$ cat config.mk
export PLATFORM = sky130hd
export DESIGN_NAME = pipeline_hazard_ctrl
export DESIGN_NICKNAME = d
export VERILOG_FILES = /design/src/rtl/pipeline_hazard_ctrl.sv
export SDC_FILE = /design/constraint.sdc
export NUM_CORES = 1
export LEC_CHECK = 0
export ABC_AREA = 1
export ABC_CLOCK_PERIOD_IN_PS = 2100
export BUFFER_PORTS_ARGS = -buffer_cell sky130_fd_sc_hd__buf_4
export CORE_MARGIN = 4
export CORE_UTILIZATION = 53
export DETAILED_ROUTE_END_ITERATION = 7
export PLACE_DENSITY_LB_ADDON = 0.1
export SLEW_MARGIN = 15
export SYNTH_ARGS = -nofsm -noshare
export SYNTH_HDL_FRONTEND = slang
export SYNTH_SLANG_ARGS = --single-unit
$ cat constraint.sdc
create_clock -name clk -period 2.1 [get_ports clk]
set_input_delay 0.105 -clock clk [delete_from_list [all_inputs] [get_ports clk]]
set_output_delay 0.105 -clock clk [all_outputs]
set_load 0.02 [all_outputs]
$ cat src/rtl/pipeline_hazard_ctrl.sv
// Hazard controller for a five-stage pipeline: load-use stalls, taken-branch
// flushes and data-memory wait holds, plus timeout and stall accounting.
module pipeline_hazard_ctrl (
  input  logic        clk,
  input  logic        reset,
  input  logic [4:0]  id_rn,
  input  logic [4:0]  id_rm,
  input  logic        id_uses_rn,
  input  logic        id_uses_rm,
  input  logic        ex_memread,
  input  logic [4:0]  ex_rd,
  input  logic        br_taken,
  input  logic        mem_req,
  input  logic        mem_ready,
  output logic        pc_write,
  output logic        ifid_write,
  output logic        idex_bubble,
  output logic        ifid_flush,
  output logic        idex_flush,
  output logic        pipe_hold,
  output logic        mem_timeout,
  output logic [15:0] stall_cycles
);

  typedef enum logic [1:0] {RUN, LOAD_USE, BR_SHADOW, MEM_WAIT} state_e;

  state_e      state_q, state_d;
  logic [7:0]  wait_cnt_q, wait_cnt_d;
  logic        mem_timeout_q, mem_timeout_d;
  logic [15:0] stall_q, stall_d;
  logic        hz;
  logic        mem_wait;

  // XZR is never a real producer, so it cannot create a load-use dependency.
  assign hz = ex_memread && (ex_rd != 5'd31) &&
              ((id_uses_rn && (id_rn == ex_rd)) || (id_uses_rm && (id_rm == ex_rd)));
  assign mem_wait = mem_req && !mem_ready;

  always_comb begin
    state_d       = state_q;
    wait_cnt_d    = wait_cnt_q;
    mem_timeout_d = mem_timeout_q;
    pc_write      = 1'b1;
    ifid_write    = 1'b1;
    idex_bubble   = 1'b0;
    ifid_flush    = 1'b0;
    idex_flush    = 1'b0;
    pipe_hold     = 1'b0;
    if (reset) begin
      pc_write    = 1'b0;
      ifid_write  = 1'b0;
      ifid_flush  = 1'b1;
      idex_flush  = 1'b1;
      idex_bubble = 1'b1;
    end else begin
      case (state_q)
        MEM_WAIT: begin
          if (!mem_ready) begin
            pc_write   = 1'b0;
            ifid_write = 1'b0;
            pipe_hold  = 1'b1;
            if (wait_cnt_q != 8'hFF) wait_cnt_d = wait_cnt_q + 8'd1;
            if (wait_cnt_d == 8'hFF) mem_timeout_d = 1'b1;
          end else begin
            state_d    = RUN;
            wait_cnt_d = 8'd0;
          end
        end
        default: begin
          // Detection is only armed in RUN; after a bubble or flush the
          // offending instruction is no longer paired with the load in EX.
          state_d = RUN;
          if (mem_wait) begin
            pc_write   = 1'b0;
            ifid_write = 1'b0;
            pipe_hold  = 1'b1;
            state_d    = MEM_WAIT;
          end else if (br_taken) begin
            ifid_flush = 1'b1;
            idex_flush = 1'b1;
            state_d    = BR_SHADOW;
          end else if (hz && (state_q == RUN)) begin
            pc_write    = 1'b0;
            ifid_write  = 1'b0;
            idex_bubble = 1'b1;
            state_d     = LOAD_USE;
          end
        end
      endcase
    end
    stall_d = stall_q;
    if (!pc_write && (stall_q != 16'hFFFF)) stall_d = stall_q + 16'd1;
  end

  always_ff @(posedge clk) begin
    if (reset) begin
      state_q       <= RUN;
      wait_cnt_q    <= 8'd0;
      mem_timeout_q <= 1'b0;
      stall_q       <= 16'd0;
    end else begin
      state_q       <= state_d;
      wait_cnt_q    <= wait_cnt_d;
      mem_timeout_q <= mem_timeout_d;
      stall_q       <= stall_d;
    end
  end

  assign mem_timeout  = mem_timeout_q;
  assign stall_cycles = stall_q;

endmodule

### Word-level counts from Yosys, hierarchy flattened

Index checks and enable logic that the tools add are counted.

| operators by class | value |
|---|---|
| bitwise gates (word level) | 1 |
| multiplexer cells | 29 |
| equality and inequality tests | 8 |
| reduce and logical (&&, ||, !) cells | 12 |
| $add $sub $neg | 2 |

Operators by type and width:

| kind | number |
|---|---|
| 2-to-1 mux 8 bit | 5 |
| 2-to-1 mux 1 bit | 20 |
| adder 16 x 1 -> 16 bit, second input constant | 1 |
| inequality test 16 bit, second input constant | 1 |
| equality test 5 bit | 2 |
| adder 8 x 1 -> 8 bit, second input constant | 1 |
| equality test 8 bit, second input constant | 1 |
| 2-to-1 mux 2 bit | 4 |
| inequality test 8 bit, second input constant | 1 |
| logical AND 1 bit | 7 |
| inequality test 5 bit, second input constant | 1 |
| AND reduction 3 bit | 1 |
| equality test 2 bit, second input constant | 1 |
| zero test 1 bit | 2 |
| zero test 2 bit | 1 |
| inequality test 2 bit, second input constant | 1 |
| logical OR 1 bit | 1 |
| NOT 1 bit | 1 |

| storage, ports and cells | value |
|---|---|
| input port bits | 23 |
| word-level logic and storage cells | 56 |
| output and inout port bits | 23 |
| flip-flop bits (word level) | 27 |

### Depth between registers and ports, before layout

Gate-level depths: netlist of run 1.

| logic depth | value |
|---|---|
| depth in word-level cells | 12 |
| mapped depth | 12 |
| gate-level depth less buffers | 12 |

### Worst setup path after synthesis of run 1

OpenSTA, ideal clock, no wires.

| path | value |
|---|---|
| path kind | register to register |
| start point | register stall_q[0], in the netlist stall_cycles[0] |
| end point | register stall_q[10], in the netlist stall_cycles[10] |
| slack | 154 ps |
| setup time | 138 ps |
| buffers on the path | 1 |
| stages on the path, launching flop included | 10 |
| required time | 1962 ps |
| arrival | 1808 ps |
| period minus slack after synthesis | 1946 ps |
| cells stage by stage | dfxtp_1 ha_1 nand2_2 nor3_4 nand2_2 nor3_4 nand3b_4 buf_2 nand3_1 a21oi_2 |

| on the way | value |
|---|---|
| cells in the longest elaborated chain, start to end | 2 |
| elaborated cells on any way between the ends | 3 |
| those cells by class | add/sub: 1; eq/ne: 1; reduce/logical: 1 |

RTL lines:

| item | line | RTL |
|---|---|---|
| start, declared | 30 | `logic [15:0] stall_q, stall_d;` |
| start signal, assigned | 105 | `stall_q <= stall_d;` |
| parallel branches: the longest is 2 deep, another holds adder 16 x 1 -> 16 bit | - |  |

Several ways; the timed one is not identified.
A chain may end at the register's enable or synchronous reset.

### Final worst setup path of run 1

| path | value |
|---|---|
| start point | register stall_q[0], in the netlist stall_cycles[0] |
| end point | register stall_q[13], in the netlist stall_cycles[13] |

Same word-level chain as after synthesis.

==> results.json, run 1 <==
{
  "die_area_um2": 4500,
  "worst_ep_arrival_time_ns": 2.06,
  "clkPwrFrac": 0.242,
  "sw_frac_of_total": 0.278,
  "groute.usage.overall": 0.204,
  "critical_path_required_ns": 2.33,
  "grt_max_degree": 27,
  "layout_common_cells": "sky130_fd_sc_hd__nand2_1, sky130_fd_sc_hd__buf_4, sky130_fd_sc_hd__nor2_1",
  "async_set_reset_flop_share_out_of_synthesis": 0,
  "overflow": 0,
  "yosys.area_share.adder": 0.0135,
  "netSwitchingPower_uw": 257,
  "synth_seq_cells": 27,
  "route.vias.total": 1967,
  "avgRoutedWirePerCell_um": 11.4,
  "report.final.setup_viol": 0,
  "status": "finished, final reports clean",
  "setup_repair_after_global_routing_missed_its_margin": "false",
  "clock_skew_ns": 0.0114,
  "worst_setup_path_end_kind": "register",
  "timing_worst_slew_pin_value_ns": 0.367,
  "final_min_period_over_clock_period": 0.874,
  "slew_limit_headroom": 0.755,
  "ys_warn_count": 0,
  "max_cap_viol_count": 0,
  "maxClockFrequency_mhz": 545,
  "first_global_vias": 1704,
  "final_area_um2": 2310,
  "drt.antenna.violating_nets": 0,
  "power.internal_uw": 668,
  "ctsHtreeMaxLevel": 1,
  "die_width_um": 67.1,
  "r2r_slack_ns": 0.26,
  "post_route_cells_drive_above_1_share": 0.232,
  "placeableCoreArea_um2": 3360,
  "cts_buffer_depth": 2,
  "drt-pass1-iter-count": 4,
  "detailedRoute.firstIterationViolations": 143,
  "report.final.slew_viol_count": 0,
  "synthXorXnorAreaFrac": 0.0709,
  "cts_tree": "built",
  "floorplan.rows": 21,
  "finalNetCount": 366,
  "floorplan.io_pins": 46,
  "route.detailed.drc": 0,
  "numCtsBuffers": 3,
  "synth_flop_cell": "sky130_fd_sc_hd__dfxtp_1",
  "worst_slack_ns": 0.265,
  "synth.area.mux_share": 0,
  "grt_first_pass_wirelength_um": 7200,
  "synth_enable_flop_cells": 0,
  "holdCritPathClass": "input pin to register",
  "power_density_nw_per_um2": 401,
  "floorplan.die.height_um": 67.1,
  "antenna_found_initial": 0,
  "post_synth_instance_area_um2": 1850,
  "cp_max_fo": 5,
  "worst_path_clk_slew_ns": 0.15,
  "main_combinational_cell_family_by_area_after_synthesis": "simple AND/OR/NAND/NOR gates",
  "vdd.ir_drop.worst_mv": 0.268,
  "floorplan.initialDensity": 0.551,
  "synth_seq_area_share": 0.292,
  "synth_cell_type_count": 28,
  "report.final.hold_viol_count": 0,
  "buffer_ports.inserted": 45,
  "seq_power_share": 0.570,
  "area.growth.synth_to_final_pct": 24.5,
  "routed_via_density": 5.10,
  "cts-hold-fix-buffers": 0,
  "leakagePower_nw": 1.05,
  "clock_tree.root_cell": "sky130_fd_sc_hd__clkbuf_4",
  "totalWireLength_um": 4390,
  "avgSynthCellArea_um2": 6.32,
  "setup.worst_path.class": "register to register",
  "mostFrequentLayoutCell": "sky130_fd_sc_hd__nand2_1",
  "synth_simple_gate_area_frac": 0.417,
  "gpl.final_weighted_congestion": 0.944,
  "postSynthCellCount": 293,
  "dp_worst_setup_slack_ns": 0.146,
  "timing.critical_path.from_type": "register",
  "synth_nets": 318,
  "worst_skew_pair.late_latency_ns": 0.33,
  "final.min_clock_period_ns": 1.84,
  "dpl-instance-area_um2": 2230,
  "tns_ns": 0,
  "tritoncts_num_sinks": 27,
  "synth-compound-area-share": 0.113,
  "detailed_place_hpwl_um": 3330,
  "antenna_cells": 0,
  "power.combinational.fraction": 0.189
}
## metal layers
layer | global-route usage | routed length (um)
met1 | 0.253 | 1960
met4 | 0.0785 | 83
met2 | 0.355 | 2120
met5 | 0 | 0
met3 | 0.0270 | 233
## metrics by stage
step | util | cells | hold slack [ns] | power [mW]
finish | 0.686 | 386 | 0.0599 | 0.924
global route | 0.686 | 386 | 0.0478 | 0.980
CTS | 0.670 | 383 | 0.0464 | 0.930
detailed placement | 0.662 | 379 | 0.400 | 0.710
global placement | 0.662 | 379 | 0.398 | 0.707
floorplan | - | 293 | 0.271 | 0.636
## path summary, 6_finish.rpt
path                                       from          endpoint  cells after the start
worst max-delay path            stall_cycles[0]  stall_cycles[13]                      9
worst min-delay path                   br_taken        state_q[1]                      3
worst max register to register  stall_cycles[0]  stall_cycles[13]                      9
worst min register to register      mem_timeout       mem_timeout                      2
## flip-flops by register name, summed over array words and instances, names as in the netlist
signal and flops:
mem_timeout 1, stall_cycles 16, state_q 2, wait_cnt_q 8
## cells by family after synthesis
group / Yosys count
buffers and inverters: 42
AOI/OAI and AO/OA: 35
and+or+nand+nor: 172
DFF: 27
xor gates and xnor gates: 15
adders and majority gates: 2
## power by group through the flow
stage          Combinational, mW  Clock [mW]  Sequential, mW
2_1_floorplan             0.0906           0           0.546
5_1_grt                    0.194       0.258           0.528
3_3_place_gp               0.170           0           0.537
4_1_cts                    0.173       0.231           0.527
6_report                   0.175       0.223           0.526
3_5_place_dp               0.173           0           0.538
## critical path, cell delays in order, from the launching register on
cell                       delay [ns]
sky130_fd_sc_hd__dfxtp_1         0.36
sky130_fd_sc_hd__ha_1            0.23
sky130_fd_sc_hd__nand2_2         0.10
sky130_fd_sc_hd__nor3_4          0.24
sky130_fd_sc_hd__nand2_2         0.12
sky130_fd_sc_hd__nor3_4          0.17
sky130_fd_sc_hd__nand3b_4        0.17
sky130_fd_sc_hd__buf_4           0.19
sky130_fd_sc_hd__nand3_1         0.10
sky130_fd_sc_hd__a21oi_2         0.06
## synth_stat cells, types with 3 or more instances
cell | instances | share of area
sky130_fd_sc_hd__nand4_1 | 3 | 0.010
sky130_fd_sc_hd__xnor2_1 | 4 | 0.019
sky130_fd_sc_hd__inv_2 | 6 | 0.012
sky130_fd_sc_hd__clkbuf_1 | 4 | 0.0081
sky130_fd_sc_hd__xor2_1 | 11 | 0.052
sky130_fd_sc_hd__nor3_1 | 6 | 0.016
sky130_fd_sc_hd__dfxtp_1 | 27 | 0.29
sky130_fd_sc_hd__inv_1 | 26 | 0.053
sky130_fd_sc_hd__nand3_1 | 33 | 0.089
sky130_fd_sc_hd__nor2_1 | 34 | 0.069
sky130_fd_sc_hd__a21oi_2 | 9 | 0.043
sky130_fd_sc_hd__o21ai_0 | 6 | 0.016
sky130_fd_sc_hd__nand2_1 | 86 | 0.17
sky130_fd_sc_hd__a21oi_1 | 18 | 0.049
## area by class of cell
class / instances / area (um2)
repair buffers: 52 / 403
clock buffers: 3 / 22.5
multi-input cells: 224 / 1150
fillers: 329 / 1060
flip-flops and latches: 27 / 541
inverters: 33 / 124
well taps: 46 / 57.6
clock inverters: 1 / 5.00
## timing repair
item                                    in CTS  in global routing
buffers inserted                             0                  3
endpoints found under the setup margin       0                 10
resized for setup                            0                  2
endpoints found under the hold margin        0                  0
Power figures use the tool's default switching activity.
==> run 2, diff against run 1 <==
CORE_MARGIN = 3   (was 4)
==> results.json, run 2 (synthesized netlist as in run 1, its figures left out) <==
{
  "path_cells": "ha_1 -> nand2_2 -> nor3_4 -> nand2_2 -> nor3_4 -> nand3b_4 -> buf_4 -> nand3b_1 -> nand2_1 -> nor2_1",
  "groute.usage.overall": 0.212,
  "final_area_um2": 2280,
  "slew_limit_headroom": 0.708,
  "floorplan.rows": 20,
  "avgRoutedWirePerCell_um": 11.4,
  "report.final.slew_viol_count": 0,
  "worst_slack_ns": 0.170,
  "antenna_cells": 0,
  "tritoncts_num_sinks": 27,
  "r2r_slack_ns": 0.17,
  "cp_slowest_stage_delay_ns": 0.39,
  "layout_common_cells": "sky130_fd_sc_hd__nand2_1, sky130_fd_sc_hd__buf_4, sky130_fd_sc_hd__nor2_1",
  "hold_path_depth": 3,
  "routed_via_density": 5.08,
  "clock_tree.root_cell": "sky130_fd_sc_hd__clkbuf_4",
  "place.detailed.instances": 377,
  "mostFrequentLayoutCell": "sky130_fd_sc_hd__nand2_1",
  "timing.rr.end": "stall_cycles[1]",
  "report.final.hold_viol_count": 0,
  "overflow": 0,
  "holdCritPathClass": "input pin to register",
  "status": "finished, final reports clean",
  "report.final.setup_viol": 0,
  "timing.critical_path.slowest_stage_cell": "sky130_fd_sc_hd__dfxtp_2",
  "antenna_found_initial": 0,
  "path_buf_inv": 1,
  "source_of_the_worst_hold_timing_path": "br_taken",
  "path_delay_family": "simple AND/OR/NAND/NOR gates",
  "detailed_place_hpwl_um": 3310,
  "worst_setup_path_end_kind": "register",
  "route.detailed.drc": 0,
  "vdd.ir_drop.worst_mv": 0.273,
  "holdPathEnd": "state_q[1]",
  "final.min_clock_period_ns": 1.93,
  "timing_worst_slew_pin_value_ns": 0.437,
  "finalNetCount": 365,
  "cp_max_fo": 7,
  "grt_max_degree": 27,
  "timing.critical_path.from_type": "register",
  "setup_repair_after_global_routing_missed_its_margin": "false",
  "leakagePower_nw": 1.03,
  "worst_path_clk_slew_ns": 0.14,
  "gpl.final_weighted_congestion": 0.901,
  "power_density_nw_per_um2": 407,
  "maxClockFrequency_mhz": 518,
  "max_cap_viol_count": 0,
  "setup.worst_path.class": "register to register",
  "r2r-start": "stall_cycles[1]",
  "cts_buffer_depth": 2,
  "dp_worst_setup_slack_ns": 0.115,
  "largest_register_ffs": 16,
  "buffer_ports.inserted": 45,
  "area.growth.synth_to_final_pct": 23.1,
  "cts_tree": "built",
  "worst_skew_pair.late_latency_ns": 0.33,
  "critical_path_required_ns": 2.36,
  "post_route_cells_drive_above_1_share": 0.233,
  "stdcell_count": 383,
  "drt.antenna.violating_nets": 0,
  "floorplan.initialDensity": 0.578,
  "tns_ns": 0,
  "floorplan.die.height_um": 65.1,
  "dpl-instance-area_um2": 2220,
  "detailedRoute.firstIterationViolations": 117,
  "die_width_um": 65.1,
  "worst-r2r-cell-count": 10,
  "final_min_period_over_clock_period": 0.919,
  "drt-pass1-iter-count": 4,
  "placeableCoreArea_um2": 3200,
  "die_area_um2": 4240,
  "numCtsBuffers": 3,
  "ctsHtreeMaxLevel": 1,
  "first_global_vias": 1762,
  "worst_ep_arrival_time_ns": 2.19,
  "grt_first_pass_wirelength_um": 7470,
  "route.vias.total": 1944,
  "clock_skew_ns": 0.0123,
  "totalWireLength_um": 4370,
  "floorplan.io_pins": 46
}
## run 2: cell types whose count changed in the layout (fill, tap and decap cells not counted), sizes merged
cell	previous run	this run
clkinvlp	0	1
clkinv	2	1
buf	52	51
## run 2: power breakdown
group	leakage [nW]	internal (mW)	switching (mW)	total, mW
logic	0.801	0.0722	0.0953	0.168
registers	0.219	0.521	0.00846	0.529
clock network	0.0139	0.0729	0.157	0.230
## run 2: per-layer routing
layer / routed length [um] / track usage / vias up
met5: 0 / 0 / -
met4: 43 / 0.0544 / 0
met3: 199 / 0.0188 / 6
met2: 2120 / 0.369 / 41
met1: 2000 / 0.282 / 873
li1: - / - / 1024
## run 2: cell type report
cell class | count | area [um2]
timing repair buffer | 51 | 383
tap | 44 | 55.1
multi-input combinational | 224 | 1150
clock buffer | 3 | 22.5
sequential | 27 | 542
clock inverter | 1 | 7.51
inverter | 33 | 124
fill | 299 | 923
## run 2: tightest hold or removal path: stages
cell and delay (ns):
sky130_fd_sc_hd__buf_4 0.11, sky130_fd_sc_hd__nand2_1 0.07, sky130_fd_sc_hd__a21oi_1 0.06
## run 2: stage by stage
step           total power, mW  hold slack, ns   util
6_report                 0.927          0.0524  0.712
5_1_grt                  0.977          0.0636  0.712
3_3_place_gp             0.703           0.404  0.695
3_5_place_dp             0.706           0.404  0.695
2_1_floorplan            0.636           0.271      -
4_1_cts                  0.934          0.0447  0.704
## run 2: how the worst max path moves through the flow
stage / slack [ns] / cells after the start / from / to
finish: 0.17 / 10 / stall_cycles[1] / stall_cycles[1]
global route: 0.02 / 9 / wait_cnt_q[0] / mem_timeout
CTS: 0.09 / 10 / stall_cycles[1] / stall_cycles[1]
detailed placement: 0.11 / 10 / stall_cycles[1] / stall_cycles[1]
global placement: 0.22 / 10 / stall_cycles[1] / stall_cycles[1]
floorplan: 0.15 / 9 / stall_cycles[0] / stall_cycles[10]
## run 2: timing repair
item	in CTS	in global routing
hold buffers	0	0
setup endpoints to repair	0	16
setup buffers	0	2
gates resized for setup	0	2
==> run 3, diff against run 2 <==
CAP_MARGIN = 15   (was unset)
HOLD_SLACK_MARGIN = 0.06   (was unset)
==> results.json, run 3 (synthesized netlist as in run 1, its figures left out) <==
{
  "path_cells": "ha_1 -> nand2_2 -> nor3_4 -> nand2_2 -> nor3_4 -> nand3b_4 -> buf_4 -> nand3b_1 -> nand2_1 -> nor2_1",
  "slew_limit_headroom": 0.703,
  "numCtsBuffers": 3,
  "floorplan.die.height_um": 65.1,
  "report.final.slew_viol_count": 0,
  "detailed_place_hpwl_um": 3310,
  "setup.worst_path.class": "register to register",
  "setup_repair_after_global_routing_missed_its_margin": "false",
  "overflow": 0,
  "stdcell_count": 384,
  "holdCritPathClass": "input pin to register",
  "critical_path_required_ns": 2.36,
  "drt-pass1-iter-count": 4,
  "floorplan.rows": 20,
  "placeableCoreArea_um2": 3200,
  "power_density_nw_per_um2": 406,
  "cts_buffer_depth": 2,
  "path_buf_inv": 1,
  "cts_tree": "built",
  "antenna_cells": 0,
  "worst_skew_pair.late_latency_ns": 0.33,
  "vdd.ir_drop.worst_mv": 0.273,
  "worst_ep_arrival_time_ns": 2.19,
  "route.vias.total": 1949,
  "final.min_clock_period_ns": 1.93,
  "met3_length_um": 210,
  "gpl.final_weighted_congestion": 0.901,
  "report.final.hold_viol_count": 0,
  "avgRoutedWirePerCell_um": 11.4,
  "route.detailed.drc": 0,
  "grt_first_pass_wirelength_um": 7470,
  "worst_path_clk_slew_ns": 0.15,
  "groute.usage.overall": 0.212,
  "first_global_vias": 1768,
  "wl_met1_um": 1990,
  "layout_common_cells": "sky130_fd_sc_hd__nand2_1, sky130_fd_sc_hd__buf_4, sky130_fd_sc_hd__nor2_1",
  "report.final.setup_viol": 0,
  "post_route_cells_drive_above_1_share": 0.232,
  "die_area_um2": 4240,
  "timing_worst_slew_pin_value_ns": 0.446,
  "routed_via_density": 5.08,
  "detailedRoute.firstIterationViolations": 151,
  "largest_register_ffs": 16,
  "maxClockFrequency_mhz": 519,
  "final_min_period_over_clock_period": 0.917,
  "finalNetCount": 366,
  "buffer_ports.inserted": 45,
  "floorplan.io_pins": 46,
  "grt_max_degree": 27,
  "ctsHtreeMaxLevel": 1,
  "floorplan.initialDensity": 0.578,
  "cp_max_fo": 7,
  "max_cap_viol_count": 0,
  "tns_ns": 0,
  "status": "finished, final reports clean",
  "antenna_found_initial": 0,
  "cp_slowest_stage_delay_ns": 0.39,
  "mostFrequentLayoutCell": "sky130_fd_sc_hd__nand2_1",
  "place.detailed.instances": 377,
  "tritoncts_num_sinks": 27,
  "path_delay_family": "simple AND/OR/NAND/NOR gates",
  "clock_skew_ns": 0.0108,
  "leakagePower_nw": 1.04,
  "met2_length_um": 2120,
  "timing.critical_path.slowest_stage_cell": "sky130_fd_sc_hd__dfxtp_2",
  "totalWireLength_um": 4380,
  "worst_setup_path_end_kind": "register",
  "timing.critical_path.from_type": "register",
  "clock_tree.root_cell": "sky130_fd_sc_hd__clkbuf_4",
  "die_width_um": 65.1,
  "highest_layer": "met4",
  "drt.antenna.violating_nets": 0,
  "area.growth.synth_to_final_pct": 23.6
}
## run 3: worst reg2reg max path, stage by stage (launching register included)
cell,delay [ns]
sky130_fd_sc_hd__dfxtp_2,0.39
sky130_fd_sc_hd__ha_1,0.23
sky130_fd_sc_hd__nand2_2,0.10
sky130_fd_sc_hd__nor3_4,0.24
sky130_fd_sc_hd__nand2_2,0.12
sky130_fd_sc_hd__nor3_4,0.18
sky130_fd_sc_hd__nand3b_4,0.17
sky130_fd_sc_hd__buf_4,0.20
sky130_fd_sc_hd__nand3b_1,0.08
sky130_fd_sc_hd__nand2_1,0.06
sky130_fd_sc_hd__nor2_1,0.10
## run 3: cell type report
class | count | area (um2)
fillers | 298 | 913
inverters | 33 | 124
clock inverters | 1 | 7.51
clock buffers | 3 | 22.5
repair buffers | 52 | 393
flip-flops and latches | 27 | 542
well taps | 44 | 55.1
multi-input cells | 224 | 1150
## run 3: final timing paths
path	startpoint	cells past startpoint	slack (ns)	end
max	stall_cycles[1]	10	0.17	stall_cycles[1]
min	mem_ready	4	0.11	wait_cnt_q[4]
max reg2reg	stall_cycles[1]	10	0.17	stall_cycles[1]
min reg2reg	mem_timeout	2	0.46	mem_timeout
## run 3: per-stage QoR
stage,total power [mW],hold WS (ns),setup slack (ns),cell area (um2),utilization
4_1_cts,0.935,0.101,0.0941,2260,0.707
6_report,0.929,0.113,0.174,2290,0.715
5_1_grt,0.979,0.117,0.0176,2290,0.715
3_3_place_gp,0.703,0.404,0.215,2220,0.695
3_5_place_dp,0.706,0.404,0.115,2220,0.695
2_1_floorplan,0.636,0.271,0.154,1850,-
## run 3: routing by layer
layer | vias up | GRT usage
met1 | 872 | 0.282
met5 | - | 0
met3 | 7 | 0.0188
met4 | 0 | 0.0544
met2 | 43 | 0.369
li1 | 1027 | -
## run 3: where the power goes
part,switching (mW),total [mW],internal [mW],leakage [nW]
combinational,0.0962,0.170,0.0735,0.806
clock,0.157,0.230,0.0729,0.0139
sequential,0.00834,0.529,0.521,0.219
## run 3: repair_timing
action / 4_1_cts / 5_1_grt
hold buffers: 1 / 0
setup endpoints to repair: 0 / 16
hold endpoints to repair: 1 / 0
setup buffers: 0 / 2
resized for setup: 0 / 2
